## src/rtl/stopwatch_pkg.sv

```systemverilog
// stopwatch_pkg: shared state encoding for the stopwatch control front-end
package stopwatch_pkg;
    typedef enum logic [1:0] {IDLE, RUN, PAUSE} state_t;
endpackage

```

## src/rtl/button_conditioner.sv

```systemverilog
// button_conditioner: 2-flop synchronizer, optional debounce (STOPWATCH_DEBOUNCE_EN), rising-edge press
module button_conditioner #(
    parameter int DEBOUNCE_CYCLES = 4
) (
    input  logic clock,
    input  logic reset,
    input  logic button,
    output logic press
);
    logic meta, sync, level, prev;
    if (DEBOUNCE_CYCLES < 1) begin : g_bad_debounce
        $error("DEBOUNCE_CYCLES must be at least 1");
    end
    always_ff @(posedge clock) begin
        if (reset) begin
            meta <= 1'b0;
            sync <= 1'b0;
            prev <= 1'b0;
        end else begin
            meta <= button;
            sync <= meta;
            prev <= level;
        end
    end
`ifdef STOPWATCH_DEBOUNCE_EN
    localparam int CW = $clog2(DEBOUNCE_CYCLES + 1);
    logic [CW-1:0] stable_cnt;
    logic stable;
    // accept a new level only after it has persisted for DEBOUNCE_CYCLES samples
    always_ff @(posedge clock) begin
        if (reset) begin
            stable     <= 1'b0;
            stable_cnt <= '0;
        end else if (sync == stable) begin
            stable_cnt <= '0;
        end else if (stable_cnt == CW'(DEBOUNCE_CYCLES - 1)) begin
            stable     <= sync;
            stable_cnt <= '0;
        end else begin
            stable_cnt <= stable_cnt + 1'b1;
        end
    end
    assign level = stable;
`else
    assign level = sync;
`endif
    assign press = level & ~prev;
endmodule

```

## src/rtl/stopwatch_control.sv

```systemverilog
// stopwatch_control: button-driven IDLE/RUN/PAUSE control issuing count/clear pulses
// Build option: STOPWATCH_DEBOUNCE_EN adds debounce to both button paths.
module stopwatch_control
    import stopwatch_pkg::*;
#(
    parameter int TICK_DIVIDE     = 100,
    parameter int DEBOUNCE_CYCLES = 4
) (
    input  logic clock,
    input  logic reset,
    input  logic button_start,
    input  logic button_clear,
    output logic count,
    output logic clear,
    output logic running
);
    localparam int PW = $clog2(TICK_DIVIDE);
    localparam logic [PW-1:0] LAST = PW'(TICK_DIVIDE - 1);
    state_t state, state_n;
    logic [PW-1:0] pre, pre_n;
    logic start_ev, clear_ev, tick;
    button_conditioner #(.DEBOUNCE_CYCLES(DEBOUNCE_CYCLES)) u_start (
        .clock(clock), .reset(reset), .button(button_start), .press(start_ev)
    );
    button_conditioner #(.DEBOUNCE_CYCLES(DEBOUNCE_CYCLES)) u_clear (
        .clock(clock), .reset(reset), .button(button_clear), .press(clear_ev)
    );
    // prescaler only advances on plain RUN cycles, so a pause keeps the period phase
    always_comb begin
        state_n = clear_ev ? IDLE : start_ev ? (state == RUN ? PAUSE : RUN) : state;
        pre_n   = (clear_ev || state == IDLE) ? '0 :
                  (state == RUN && !start_ev) ? (pre == LAST ? '0 : pre + 1'b1) : pre;
        tick    = state == RUN && pre == LAST && !start_ev && !clear_ev;
    end
    always_ff @(posedge clock) begin
        if (reset) begin
            state   <= IDLE;
            pre     <= '0;
            count   <= 1'b0;
            clear   <= 1'b0;
            running <= 1'b0;
        end else begin
            state   <= state_n;
            pre     <= pre_n;
            count   <= tick;
            clear   <= clear_ev;
            running <= state_n == RUN;
        end
    end
endmodule
```

## config.mk

```make
export PLATFORM = sky130hd
export DESIGN_NAME = stopwatch_control
export DESIGN_NICKNAME = d
export VERILOG_FILES = /design/src/rtl/stopwatch_pkg.sv /design/src/rtl/button_conditioner.sv /design/src/rtl/stopwatch_control.sv
export SDC_FILE = /design/constraint.sdc
export NUM_CORES = 1
export LEC_CHECK = 0
export ABC_AREA = 1
export CAP_MARGIN = 20
export CORE_MARGIN = 2
export CORE_UTILIZATION = 40
export CTS_BUF_LIST = sky130_fd_sc_hd__clkbuf_16
export CTS_CLUSTER_DIAMETER = 40
export CTS_CLUSTER_SIZE = 28
export DETAILED_ROUTE_END_ITERATION = 10
export PLACE_DENSITY = 0.68
export SYNTH_ARGS = -nofsm -noshare
export SYNTH_HDL_FRONTEND = slang
export SYNTH_SLANG_ARGS = --single-unit
```

## constraint.sdc

```tcl
create_clock -name clock -period 1.4 [get_ports clock]
set_clock_uncertainty 0.1 [all_clocks]
set_input_delay 0.14 -clock clock [delete_from_list [all_inputs] [get_ports clock]]
set_output_delay 0.14 -clock clock [all_outputs]
set_load 0.005 [all_outputs]
```

Word level (Yosys, flattened, before mapping)
Index checks and enable logic that the tools add are counted.

storage, ports and cells
  output and inout port bits = 3
  logic and storage cells = 32
  input port bits = 4
  bits in registers = 18

operators by class
  $add $sub $neg = 1
  reductions and logical operators = 9
  eq/ne operators = 3
  bitwise logic cells = 4
  mux-type cells = 4

operator list
  operator               count
  $add A7 B1 Y7 const B  1
  $eq A7 B7 Y1 const B   1
  $mux W7                1
  $mux W2                3
  $eq A2 B1 Y1 const B   2
  $logic_and A1 B1 Y1    4
  $and A1 B1 Y1          2
  $logic_not A1 Y1       2
  $logic_not A2 Y1       1
  $not A1 Y1             2
  $reduce_or A2 Y1       1
  $logic_or A1 B1 Y1     1

Depth between registers and ports, before layout
Gate-level depths: netlist of the first run.

  word-level depth = 5
  depth in mapped cells = 8
  mapped depth without buffers = 7

By module
From an unflattened synthesis of the first run, not the netlist that was laid out.

second synthesis, totals
  cell total of the unflattened synthesis = 93
  area total of the unflattened synthesis = 709.4 um^2

by module, submodules not included
  module              times used  cells an instance  area an instance (um^2)  sequential area each (um^2)
  stopwatch_control   1           73                 536.8                    240.2
  button_conditioner  2           10                 86.3                     60.1

Worst setup path after synthesis of the first run
OpenSTA, ideal clock, no wires.

  path kind = register to register
  start = reg pre[0]
  end = reg pre[4]
  cell stages (with the launch flop) = 7
  path slack = 270 ps
  required time = 1181 ps
  arrival time = 911 ps
  setup time = 119 ps
  period minus slack after synthesis = 1130 ps
  cells stage by stage = dfxtp_1 ha_1 inv_1 nor2_2 nand2_2 xor2_1 nor2_1

on the way
  word-level cells in the longest chain between the ends = 2

RTL lines
  item                                           RTL line                 text
  start, declared                                stopwatch_control.sv:20  logic [PW-1:0] pre, pre_n;
  start signal, assigned                         stopwatch_control.sv:44  pre <= pre_n;
  $add A7 B1 Y7 or $eq A7 B7 Y1 (tied branches)  stopwatch_control.sv:32  (state == RUN && !start_ev) ? (pre == LAST ? '0 : pre + 1'b1) : pre;
  $mux W7 *                                      stopwatch_control.sv:32

Every way passes the cells marked *; elsewhere a longest branch is shown, timed or not.
A chain may end at the register's enable or synchronous reset.

Worst setup path after layout of the first run
  start = reg count
  end = out count

RTL lines
  item                    RTL line                 text
  start, declared         stopwatch_control.sv:13  output logic count,
  start signal, assigned  stopwatch_control.sv:45  count <= tick;

No word-level cell between the ends.

==> metrics.md, run 1 <==
| Metric | Value |
|---|---|
| GPL Wtd Cong | `~0.8` |
| RSZ-0062 raised after global routing | `no` |
| Num Clock Sinks | `18` |
| DRC Markers | `0` |
| Worst-Margin Slew | `~230 ps` |
| Share of layout cells above drive strength 1 | `approximately 13%` |
| First-pass GRT wire length | `approximately 2000 um` |
| Slew Limit Fails | `0` |
| Die Wd | `roughly 47 um` |
| PortBufs | `6` |
| Crit path buf inv count | `1` |
| TritonCTS buffer count | `3` |
| Synth Instances | `100` |
| Core Region | `1750 um2` |
| FFs w/ async S/R, synth | `0%` |
| Cell Area, Synth | `approximately 750 um2` |
| Via density | `between 4 and 5` |
| Total gr overflow | `0` |
| Sw Share | `a little under a fifth` |
| DR iter-0 viols | `5` |
| Top cell type's share of synthesized area | `roughly 48%` |
| FF+latch count, synth | `18` |
| Mean post-synth cell area | `roughly 7.5 um2` |
| Number of nets in the layout | `about 120` |
| Crit-path slowest cell | `clkdlybuf4s50_1` |
| Critical path class | `reg2out` |
| # Max-Cap Violations | `0` |
| ANT nets after route | `0` |
| Crit-path max FO | `1` |
| Leading area contributor after synthesis | `dfxtp_1` |
| Vias in the first global route | `approximately 490` |
| Peak supply drop | `around 0.81 mV` |
| Num rows | `15` |
| Worst setup SP type | `flop` |
| Final hold violation count | `0` |
| Net Count, Synth | `between 100 and 150` |
| ANT cells | `0` |
| P_sw | `approximately 220 uW` |
| Largest delay share family, worst path | `buffers and inverters` |
| Initial antenna violation count | `0` |
| Clk Latency, worst-skew pair | `between 200 and 300 ps` |
| Die Ht | `~47 um` |
| Vias | `around 560` |
| Lkg Pwr | `0.382 nW` |
| Initial Util | `42.7%` |
| Pre-antenna DRT Iters | `4` |
| Worst rel slew slack | `84.6%` |
| # fillers | `167` |
| Clock transition at path regs | `about 50 ps` |
| Post-synth EDFFs | `0` |
| Pwr Density | `between 1000 and 1500 nW/um2` |
| Gr usage total | `13.1%` |
| Max incr delay on CP | `about 490 ps` |
| H-tree depth | `1` |
| Final core occ | `~52%` |
| Total negative slack | `0 ps` |
| Worst Path Arrival | `1040 ps` |
| Hpwl dp | `a little over 800 um` |
| Fin crit share | `around nine tenths` |
| TritonCTS clock tree | `done` |
| Cts repair resizes | `0` |
| Area grow syn2layout | `22.7%` |
| Final Total Pwr | `between 1 and 1.5 mW` |
| Status | `complete, no violations` |
| PnR worst setup slack | `119 ps` |
| Cts hold-fix bufs | `0` |
| Clk pwr share | `between 40% and 50%` |
| Worst path required time | `approximately 1200 ps` |
| Min Tclk post-route | `between 1000 and 1500 ps` |
| Synth top cells by count | `21 x nor2_1, 18 x dfxtp_1, 18 x inv_1, 18 x nand2_1` |
| Internal | `927 uW` |
| I/O Pins | `7` |
| Post-Route WL | `between 1000 and 1500 um` |
| Worst-path cell chain | `clkdlybuf4s50_1` |
| Clock buffer depth | `2` |
| Most common cell in the netlist | `nor2_1` |
| Post-CTS Setup Inserts | `0` |
| Yosys cell types | `20` |
| # setup viols final | `0` |
| Share of power burned in combinational logic | `4.5%` |
| Sequential area share after synthesis | `a little under 50%` |
| Yosys warns | `0` |
| Root buf cell | `clkbuf_16` |
| CP Capture Type | `output port` |
| Synth Flop Type | `dfxtp_1` |
| Die area | `roughly 2200 um2` |
| Avg WL per Cell | `around 8.5 um` |
| Top cells by area, synth | `dfxtp_1 48%, nor2_1 11%, inv_1 9.1%` |
| Pre-CTS WS | `between 100 and 150 ps` |
| Largest net degree at the start of global routing | `12` |
| Sequential group share of total power | `46.2%` |
| Worst hold path type | `in2reg` |
| Fmax | `roughly 800 MHz` |
## area by class of cell
cell class / count / area (um2) / share of cell area, %
multi-input cells: 60 / 294 / 32.1
inverters: 20 / 75.1 / 8.21
repair buffers: 8 / 75.1 / 8.21
well taps: 25 / 31.3 / 3.42
flip-flops and latches: 18 / 360 / 39.4
clock buffers: 3 / 75.1 / 8.21
clock inverters: 1 / 3.75 / 0.410
## worst paths after layout
path / slack [ps] / to / cells past startpoint / startpoint
min: 310 / u_start.meta / 3 / button_start
min reg2reg: 310 / u_clear.level / 2 / u_clear.meta
max reg2reg: 180 / pre[4] / 6 / pre[0]
max: 120 / count / 1 / count
## power by group through the flow
stage	Sequential, mW	Clock, mW	Combinational (mW)
4_1_cts	0.528	0.579	0.0521
5_1_grt	0.528	0.595	0.0592
3_5_place_dp	0.539	0	0.0512
2_1_floorplan	0.538	0	0.0333
3_3_place_gp	0.538	0	0.0509
6_report	0.528	0.564	0.0515
## registers in the layout, indices dropped and copies added, names as in the netlist
register       flops
clear              1
pre                7
u_clear.meta       1
running            1
u_start.level      1
u_clear.prev       1
u_clear.level      1
u_start.meta       1
count              1
state              2
u_start.prev       1
## cell usage in the layout, fill, tap and decap left out
master / count
nand4_1: 2
nand2_2: 2
clkbuf_16: 3
nor3_1: 1
nand2_1: 18
nor2_2: 3
clkdlybuf4s50_1: 6
dfxtp_1: 18
nor2_1: 21
o21ai_0: 2
inv_2: 1
a21oi_2: 1
nor2_4: 1
nand3_2: 1
a21oi_1: 2
inv_1: 18
nand3_1: 2
xor2_1: 3
buf_4: 2
clkinv_1: 2
ha_1: 1
## cells by family (layout without fill, tap and decap cells)
logic type	count (synthesis)	after routing	synth area share [%]
buffers and inverters	22	32	12.2
xor gates and xnor gates	3	3	3.52
AOI/OAI and AO/OA	5	5	3.86
adders and majority gates	1	1	1.68
DFF	18	18	48.3
and+or+nand+nor	51	51	30.4
## stage by stage
| stage | area (um2) | hold slack (ps) | std cells |
|---|---|---|---|
| floorplan | 746 | 147 | 100 |
| global placement | 836 | 298 | 131 |
| detailed placement | 836 | 306 | 131 |
| CTS | 915 | 304 | 135 |
| global route | 915 | 333 | 135 |
| finish | 915 | 308 | 135 |
## metal layers
layer	global-route usage, %	vias up	share of wire, %
met4	8.33	0	2.5
met2	19.2	8	48
met1	16.4	238	46
met3	4.62	4	3.8
li1	-	314	-
met5	0	-	0
Power figures use the tool's default switching activity.
==> inputs of run 2 (changes only) <==
GPL_ROUTABILITY_DRIVEN = 0   (was not set)
==> results of run 2 <==
No change in the layout: final DEF, timing and power equal those of run 1.
==> inputs of run 3 (changes only) <==
TNS_END_PERCENT = 1   (was not set)
==> results of run 3 <==
No change in the layout: final DEF, timing and power equal those of run 1.
